<file path="src/rtl/mmul_stream_if.sv">
`default_nettype none
// ============================================================================
//  Module   : mmul_stream_if
//  Purpose  : Operand / result stream bundle for mmul_stream. One element is
//             transferred per valid/ready beat in each direction.
//  Signals  : in_valid, in_data[W], in_ready     operand stream
//             out_valid, out_data[W], out_ready  result stream
//  Modports : master - producer of operands / consumer of results
//             slave  - the multiplier itself
//  Revision : 1.0 - initial release
// ============================================================================
interface mmul_stream_if #(
  parameter int W = 16
) ();
  logic         in_valid;
  logic [W-1:0] in_data;
  logic         in_ready;
  logic         out_valid;
  logic [W-1:0] out_data;
  logic         out_ready;

  modport master (
    output in_valid, in_data, out_ready,
    input  in_ready, out_valid, out_data
  );

  modport slave (
    input  in_valid, in_data, out_ready,
    output in_ready, out_valid, out_data
  );
endinterface
`default_nettype wire

</file>
<file path="src/rtl/mmul_stream.sv">
`default_nettype none
// ============================================================================
//  Module   : mmul_stream
//  Purpose  : C = A x B for NxN signed Q(IW.FW) matrices using one shared
//             multiply-accumulate unit. Operands stream in (A row-major, then
//             B row-major), results stream out row-major.
//  Ports    : clk       clock, rising edge
//             rst       asynchronous active-high reset
//             io        mmul_stream_if.slave (in_* operand stream,
//                       out_* result stream)
//             busy      high whenever not loading operands
//             ovf       sticky: a result of the current job exceeded W bits
//  Options  : MMUL_SAT_EN - when defined, out-of-range results clamp to the
//             W-bit limits; otherwise they wrap to the low W bits.
//  Revision : 1.0 - initial release
// ============================================================================
module mmul_stream #(
  parameter int N  = 2,
  parameter int IW = 8,
  parameter int FW = 8
) (
  input  wire          clk,
  input  wire          rst,
  mmul_stream_if.slave io,
  output logic         busy,
  output logic         ovf
);

  localparam int W    = IW + FW;
  localparam int NN   = N * N;
  localparam int IDXW = $clog2(N);
  localparam int MW   = $clog2(NN);
  localparam int LDW  = $clog2(2 * NN);
  localparam int ACCW = 2 * W + $clog2(N);
  localparam int RW   = ACCW - FW;

  localparam logic [IDXW-1:0] c_LAST_IDX  = IDXW'(N - 1);
  localparam logic [LDW-1:0]  c_LAST_BEAT = LDW'(2 * NN - 1);
  localparam logic [LDW-1:0]  c_NN_BEAT   = LDW'(NN);

  typedef enum logic [1:0] {
    ST_LOAD = 2'd0,
    ST_MAC  = 2'd1,
    ST_OUT  = 2'd2
  } state_t;

  state_t r_state;
  state_t w_state_nxt;

  logic [LDW-1:0]         r_ld_cnt;
  logic [IDXW-1:0]        r_i;
  logic [IDXW-1:0]        r_j;
  logic [IDXW-1:0]        r_k;
  logic signed [ACCW-1:0] r_acc;
  logic                   r_in_ready;
  logic                   r_out_valid;
  logic [W-1:0]           r_out_data;
  logic                   r_ovf;

  logic signed [W-1:0]    r_a [NN];
  logic signed [W-1:0]    r_b [NN];

  logic                   w_xfer;
  logic                   w_mac_last;
  logic                   w_res_load;
  logic                   w_hs;
  logic                   w_last_elem;

  logic [LDW-1:0]         w_b_wr;
  logic [MW-1:0]          w_a_idx;
  logic [MW-1:0]          w_b_idx;
  logic signed [2*W-1:0]  w_prod;
  logic signed [ACCW-1:0] w_prod_ext;
  logic signed [ACCW-1:0] w_acc_base;
  logic signed [RW-1:0]   w_r;
  logic [RW-W:0]          w_r_hi;
  logic                   w_r_ovf;
  logic [W-1:0]           w_res;
  logic                   w_unused_frac;

  // --------------------------------------------------------------------------
  // FSM: state register
  // --------------------------------------------------------------------------
  always_ff @(posedge clk or posedge rst) begin
    if (rst) r_state <= ST_LOAD;
    else     r_state <= w_state_nxt;
  end

  // --------------------------------------------------------------------------
  // FSM: next state and per-state strobes
  // --------------------------------------------------------------------------
  always_comb begin
    w_state_nxt = r_state;
    w_xfer      = 1'b0;
    w_mac_last  = 1'b0;
    w_res_load  = 1'b0;
    w_hs        = 1'b0;
    w_last_elem = (r_i == c_LAST_IDX) && (r_j == c_LAST_IDX);
    case (r_state)
      ST_LOAD: begin
        w_xfer = io.in_valid && r_in_ready;
        if (w_xfer && (r_ld_cnt == c_LAST_BEAT)) w_state_nxt = ST_MAC;
      end
      ST_MAC: begin
        if (r_k == c_LAST_IDX) begin
          w_mac_last  = 1'b1;
          w_state_nxt = ST_OUT;
        end
      end
      ST_OUT: begin
        // First ST_OUT cycle registers the result; later cycles wait for
        // the consumer.
        w_res_load = !r_out_valid;
        w_hs       = r_out_valid && io.out_ready;
        if (w_hs) w_state_nxt = w_last_elem ? ST_LOAD : ST_MAC;
      end
      default: w_state_nxt = ST_LOAD;
    endcase
  end

  // --------------------------------------------------------------------------
  // Operand stores (not reset)
  // --------------------------------------------------------------------------
  assign w_b_wr = r_ld_cnt - c_NN_BEAT;

  always_ff @(posedge clk) begin
    if (w_xfer) begin
      if (r_ld_cnt < c_NN_BEAT) r_a[r_ld_cnt[MW-1:0]] <= io.in_data;
      else                      r_b[w_b_wr[MW-1:0]]   <= io.in_data;
    end
  end

  // --------------------------------------------------------------------------
  // Multiply-accumulate and result reduction
  // --------------------------------------------------------------------------
  assign w_a_idx    = MW'(r_i) * MW'(N) + MW'(r_k);
  assign w_b_idx    = MW'(r_k) * MW'(N) + MW'(r_j);
  assign w_prod     = r_a[w_a_idx] * r_b[w_b_idx];
  assign w_prod_ext = {{(ACCW - 2 * W){w_prod[2*W-1]}}, w_prod};
  // k == 0 starts a new dot product, so the stale sum is dropped.
  assign w_acc_base = (r_k == '0) ? '0 : r_acc;

  // Arithmetic shift by FW: keeping the upper bits floors toward -inf.
  assign w_r           = r_acc[ACCW-1:FW];
  assign w_unused_frac = ^r_acc[FW-1:0];
  // In range only if every bit from W-1 upward is a copy of the sign.
  assign w_r_hi        = w_r[RW-1:W-1];
  assign w_r_ovf       = ~((&w_r_hi) | ~(|w_r_hi));

`ifdef MMUL_SAT_EN
  always_comb begin
    w_res = w_r[W-1:0];
    if (w_r_ovf) w_res = w_r[RW-1] ? {1'b1, {(W-1){1'b0}}} : {1'b0, {(W-1){1'b1}}};
  end
`else
  assign w_res = w_r[W-1:0];
`endif

  // --------------------------------------------------------------------------
  // Datapath registers
  // --------------------------------------------------------------------------
  always_ff @(posedge clk or posedge rst) begin
    if (rst) begin
      r_ld_cnt    <= '0;
      r_i         <= '0;
      r_j         <= '0;
      r_k         <= '0;
      r_acc       <= '0;
      r_in_ready  <= 1'b1;
      r_out_valid <= 1'b0;
      r_out_data  <= '0;
      r_ovf       <= 1'b0;
    end else begin
      if (w_xfer) begin
        if (r_ld_cnt == '0) r_ovf <= 1'b0;
        if (r_ld_cnt == c_LAST_BEAT) begin
          r_ld_cnt   <= '0;
          r_in_ready <= 1'b0;
          r_i        <= '0;
          r_j        <= '0;
          r_k        <= '0;
        end else begin
          r_ld_cnt <= r_ld_cnt + LDW'(1);
        end
      end

      if (r_state == ST_MAC) begin
        r_acc <= w_acc_base + w_prod_ext;
        r_k   <= w_mac_last ? '0 : r_k + IDXW'(1);
      end

      if (w_res_load) begin
        r_out_data  <= w_res;
        r_out_valid <= 1'b1;
        if (w_r_ovf) r_ovf <= 1'b1;
      end

      if (w_hs) begin
        r_out_valid <= 1'b0;
        if (w_last_elem) begin
          r_i        <= '0;
          r_j        <= '0;
          r_in_ready <= 1'b1;
        end else if (r_j == c_LAST_IDX) begin
          r_j <= '0;
          r_i <= r_i + IDXW'(1);
        end else begin
          r_j <= r_j + IDXW'(1);
        end
      end
    end
  end

  assign io.in_ready  = r_in_ready;
  assign io.out_valid = r_out_valid;
  assign io.out_data  = r_out_data;
  assign busy         = (r_state != ST_LOAD);
  assign ovf          = r_ovf;

endmodule
`default_nettype wire
</file>
<file path="src/flat_wrapper.sv">
// flat-port wrapper written by rule: the top's interface ports become plain ports
module mmul_stream_flat 
#(
  parameter int N  = 2,
  parameter int IW = 8,
  parameter int FW = 8
)
  (clk, rst, busy, ovf, io_in_valid, io_in_data, io_out_ready, io_in_ready, io_out_valid, io_out_data);
  mmul_stream_if io_i ();
  input  wire clk;
  input  wire rst;
  output logic busy;
  output logic ovf;
  input wire logic [$bits(io_i.in_valid)-1:0] io_in_valid;
  input wire logic [$bits(io_i.in_data)-1:0] io_in_data;
  input wire logic [$bits(io_i.out_ready)-1:0] io_out_ready;
  output wire logic [$bits(io_i.in_ready)-1:0] io_in_ready;
  output wire logic [$bits(io_i.out_valid)-1:0] io_out_valid;
  output wire logic [$bits(io_i.out_data)-1:0] io_out_data;
  assign io_i.in_valid = io_in_valid;
  assign io_i.in_data = io_in_data;
  assign io_i.out_ready = io_out_ready;
  assign io_in_ready = io_i.in_ready;
  assign io_out_valid = io_i.out_valid;
  assign io_out_data = io_i.out_data;
  mmul_stream #(.N(N), .IW(IW), .FW(FW)) u_core (.clk(clk), .rst(rst), .io(io_i), .busy(busy), .ovf(ovf));
endmodule
</file>
<file path="config.mk">
export PLATFORM = sky130hd
export DESIGN_NAME = mmul_stream_flat
export DESIGN_NICKNAME = d
export VERILOG_FILES = /design/src/rtl/mmul_stream_if.sv /design/src/rtl/mmul_stream.sv /design/src/flat_wrapper.sv
export SDC_FILE = /design/constraint.sdc
export NUM_CORES = 1
export LEC_CHECK = 0
export BUFFER_PORTS_ARGS = -buffer_cell sky130_fd_sc_hd__buf_2
export CAP_MARGIN = 20
export CORE_MARGIN = 1.5
export CORE_UTILIZATION = 45
export CTS_CLUSTER_DIAMETER = 80
export DETAILED_ROUTE_END_ITERATION = 8
export HOLD_SLACK_MARGIN = 0.02
export PLACE_DENSITY = 0.65
export SYNTH_ARGS = -nofsm -noshare
export SYNTH_HDL_FRONTEND = slang
export SYNTH_SLANG_ARGS = --single-unit
</file>
<file path="constraint.sdc">
create_clock -name clk -period 20.7 [get_ports clk]
set_clock_uncertainty 0.2 [all_clocks]
set_input_delay 4.14 -clock clk [delete_from_list [all_inputs] [get_ports clk]]
set_output_delay 4.14 -clock clk [all_outputs]
set_load 0.1 [all_outputs]
</file>
==> reports/results.txt <==
The number of storage elements in the synthesis netlist is 188. Average size of a mapped cell: 10.8 um2. STA classifies the critical path startpoint as a flip-flop. The clock latency on the worst-skew pair came out at 0.47 ns. The Yosys warning count is 0. The share of flip-flops with an asynchronous set or reset after synthesis works out to 31.9%. Static timing analysis puts the maximum clock frequency at 117 MHz. For this configuration, the core starts out at a cell density of 45.9%. In this run the biggest area consumer among cell types represents 32.7% of the synthesized area. TritonCTS built the clock tree. Most frequently used cell type in the post-synthesis netlist: sky130_fd_sc_hd__inv_1. For the pin with the worst max-slew slack, the measured transition is 1.09 ns. The tools report the worst reg2reg path endpoint as u_core.r_acc[31].

The worst slew slack as a fraction of its limit was 27.6%. The library cell with the largest summed area after synthesis was sky130_fd_sc_hd__fa_1. After detailed routing, the number of remaining DRC violations is 0. The run gives 2111 as the post-synthesis net count. The flow ran to the end, and the final reports show no timing, DRC or antenna violations. Entering global routing, the biggest net connects 88 pins. The logs give 3540 for the final-layout fill cell count and 0 for the count of hold-fix buffers inserted at cts. Vias per cell: 5.16. Gates resized during post-CTS repair numbered 0. Pin placement for this block handled 40 I/O pins. The logs give 1 for the number of antenna violations at the first check in global routing and 17 for the number of buffers inserted during clock tree synthesis. Counting flops with a built-in enable in the synthesized netlist gives 128. Of the total power, the share spent switching nets is 24.0%.

Once detail routing completed, the nets flagged for antenna violations numbered 0. In this run the worst setup path begins at u_core.r_k. The combinational share of power was 1.0%. The reg-to-reg critical path startpoint was u_core.r_k. The tightest min-delay check is of the reg2reg type. For the data required time of the critical path, the log shows 20.85 ns. The tools report the data arrival time at the worst-slack endpoint as 8.67 ns. The worst setup path is captured at a flip-flop. The weighted congestion at the end of routability-driven global placement is 0.900. Prior to clock tree synthesis, the placed netlist has a worst setup slack of 12.21 ns.

Global routing finished with a remaining overflow of 0. For this block, the via count after detailed routing is 11.6k. By count the netlist is led by sky130_fd_sc_hd__inv_1 (358), sky130_fd_sc_hd__fa_1 (299), sky130_fd_sc_hd__nand2_1 (193). The tree is rooted in a sky130_fd_sc_hd__clkbuf_16. The net switching component of the power is 0.000184 W, and the register-to-register setup slack is 12.19 ns.

The width of the chip was 205 um. The clock passes through at most 2 buffers. The leakage power was 9.46 nW; the maximum level of the CTS H-tree was 4.

Across the run, the number of max-cap violations was 0. The footprint of the flip-flops and latches is 5350 um2, and the area enclosed by the die boundary is 41900 um2. For this block, the initial DRC count from the detailed router was 696. The share of total power dissipated in sequential elements is 52.3%.

The area growth from synthesis to layout is 7.82%. In the post-route analysis, the smallest setup slack over all paths is 12.19 ns. The worst path in the final design needs a cycle of 8.51 ns, including I/O delays and setup. For the worst flop-to-flop path, the logic depth is 24. Setup violations remaining at the end of the flow were counted as 0. Setup total negative slack on the finished layout was measured at 0 ns.

Yosys mapped the design onto 54 distinct sky130hd cell types. For the count of buffers added by post-CTS timing repair for setup, the log shows 0. The first global-routing pass estimated 67100 um of wire.

Cells with a size suffix above 1 make up 8.90% of the layout. After synthesis, flip-flops and latches occupy 29.2% of the total area. The maximum net fanout on the critical path is 87, and the mean routed wirelength per cell is 18.0 um. For the internal cell power, the log shows 0.000584 W. The most used flip-flop cell after synthesis is sky130_fd_sc_hd__edfxtp_1. The clock net in this run drives a total of 188 sinks.

Summing internal, switching and leakage power gives 0.000768 W. Setup repair after global routing left no endpoint under its margin. Across every metal layer, demand over resource in global routing totals 21.2%. Number of max-slew violations in the final report: 0. The final critical-path share of the clock period came out at 41.1%. The worst supply voltage drop on vdd was 0.0000540 V. The cell area that synthesis handed to floorplanning was 18300 um2. The number of detailed-routing iterations run before antenna repair is 6, and the clock edge transition at the registers on the reported setup and hold paths is 0.08 ns. The run gives 40400 um as the routed wire length. The multi-input combinational cell area was 11400 um2; the clock network power share was 46.7%.

In the synthesized netlist, the number of instances is 1687. Yosys attributes the largest share of cell area to sky130_fd_sc_hd__fa_1 (33%), sky130_fd_sc_hd__edfxtp_1 (21%), sky130_fd_sc_hd__dfrtp_1 (8.1%). The critical path is of the reg2reg type. During placement, the flow inserted port buffers numbering 39. The floorplan has 73 rows. Detailed placement finished with a half-perimeter wire length of 30400 um. The run gives 12.8k as the via count of the first global-routing pass. The overall die height works out to 205 um. The critical path ends at u_core.r_acc[31].

The number of failing hold endpoints at the final stage is 0, and the area of the core region is 39900 um2. Power spread over the standard cell area amounts to 38.9 nW/um2. For the net count of the finished layout, the log shows 2130.
==> worst min-delay path by stage <==
stage / cells after the start / from / slack (ns) / end
after floorplan: 2 / u_core.r_acc[1] / 0.24 / u_core.r_acc[1]
after global routing: 2 / u_core.r_acc[1] / 0.32 / u_core.r_acc[1]
final: 2 / u_core.r_acc[0] / 0.28 / u_core.r_acc[0]
after CTS: 2 / u_core.r_acc[0] / 0.28 / u_core.r_acc[0]
after detailed placement: 2 / u_core.r_acc[0] / 0.26 / u_core.r_acc[0]
after global placement: 2 / u_core.r_acc[0] / 0.25 / u_core.r_acc[0]
==> logic make-up (layout without fill, tap and decap cells) <==
group | after synthesis | after routing | share of synthesized area [%]
compound gates | 147 | 147 | 5.02
xor+xnor | 41 | 41 | 1.96
mux | 70 | 70 | 5.00
fa+ha+maj | 404 | 404 | 39.9
simple gates | 421 | 421 | 10.3
buf+inv | 416 | 448 | 8.57
flops | 188 | 188 | 29.2
other cells | 0 | 2 | 0
==> worst max-delay path, cell delays in order (launching register included) <==
cell and delay (ns):
sky130_fd_sc_hd__dfrtp_4 0.55, sky130_fd_sc_hd__buf_4 0.76, sky130_fd_sc_hd__mux4_2 0.78, sky130_fd_sc_hd__nand2_1 0.22
sky130_fd_sc_hd__inv_1 0.08, sky130_fd_sc_hd__fa_1 0.71, sky130_fd_sc_hd__inv_1 0.11, sky130_fd_sc_hd__fa_1 0.71
sky130_fd_sc_hd__inv_1 0.21, sky130_fd_sc_hd__fa_1 0.51, sky130_fd_sc_hd__fa_1 0.52, sky130_fd_sc_hd__fa_1 0.49
sky130_fd_sc_hd__inv_1 0.05, sky130_fd_sc_hd__fa_1 0.48, sky130_fd_sc_hd__inv_1 0.04, sky130_fd_sc_hd__ha_1 0.33
sky130_fd_sc_hd__a21o_1 0.17, sky130_fd_sc_hd__a21o_1 0.16, sky130_fd_sc_hd__a21oi_1 0.24, sky130_fd_sc_hd__inv_1 0.07
sky130_fd_sc_hd__a21oi_1 0.14, sky130_fd_sc_hd__o41ai_1 0.15, sky130_fd_sc_hd__a221oi_1 0.35, sky130_fd_sc_hd__nor3_1 0.08
sky130_fd_sc_hd__a211oi_1 0.27
==> through the flow <==
stage	instances	hold WS (ns)	cell area [um2]	util, %
after detailed placement	2210	0.260	19100	47.8
after global placement	2210	0.251	19100	47.8
after CTS	2242	0.276	19700	49.4
final	2246	0.275	19700	49.4
after global routing	2244	0.318	19700	49.4
after floorplan	1687	0.238	18300	-
==> power groups by stage <==
stage | Clock, W | Sequential [W] | Combinational (W)
after CTS | 0.000366 | 0.000402 | 0.00000799
after global placement | 0 | 0.000410 | 0.00000754
after floorplan | 0 | 0.000410 | 0.00000172
after detailed placement | 0 | 0.000410 | 0.00000798
final | 0.000359 | 0.000402 | 0.00000774
after global routing | 0.000379 | 0.000402 | 0.00000891
==> layout make-up <==
class,instances,area share (%)
inverters,358,6.81
well taps,525,3.33
diodes,2,0.0254
flip-flops and latches,188,27.1
clock buffers,18,2.23
clock inverters,14,1.07
multi-input cells,1083,57.7
repair buffers,58,1.70
==> registers in the layout, summed over array words and instances (netlist names) <==
register / cells
u_core.r_a: 64
u_core.r_b: 64
u_core.r_acc: 33
u_core.io.out_data: 16
u_core.r_ld_cnt: 3
u_core.r_state: 2
u_core.io.in_ready: 1
u_core.io.out_valid: 1
u_core.ovf: 1
u_core.r_i: 1
u_core.r_j: 1
u_core.r_k: 1
==> placed cells by master (no fill, tap or decap), types with 15 or more instances in the layout <==
cell type,count
sky130_fd_sc_hd__fa_1,299
sky130_fd_sc_hd__nand2_1,193
sky130_fd_sc_hd__mux2_2,37
sky130_fd_sc_hd__edfxtp_1,128
sky130_fd_sc_hd__a21o_1,18
sky130_fd_sc_hd__clkbuf_16,17
sky130_fd_sc_hd__o21ai_1,15
sky130_fd_sc_hd__o21ai_0,46
sky130_fd_sc_hd__a21oi_1,19
sky130_fd_sc_hd__inv_1,357
sky130_fd_sc_hd__dfrtp_1,58
sky130_fd_sc_hd__xnor2_1,27
sky130_fd_sc_hd__ha_1,105
sky130_fd_sc_hd__buf_4,17
sky130_fd_sc_hd__mux2i_1,19
sky130_fd_sc_hd__and2_1,70
sky130_fd_sc_hd__nor2_1,100
sky130_fd_sc_hd__buf_2,40
==> routing by layer <==
| metal | global-route usage, % | share of wire [%] | vias up |
|---|---|---|---|
| li1 | - | - | 5264 |
| met1 | 27.4 | 42 | 5960 |
| met2 | 36.3 | 50 | 313 |
| met3 | 3.26 | 5.3 | 57 |
| met4 | 7.46 | 2.7 | 0 |
| met5 | 0 | 0 | - |
No activity file was read; power rests on OpenSTA's default activity.
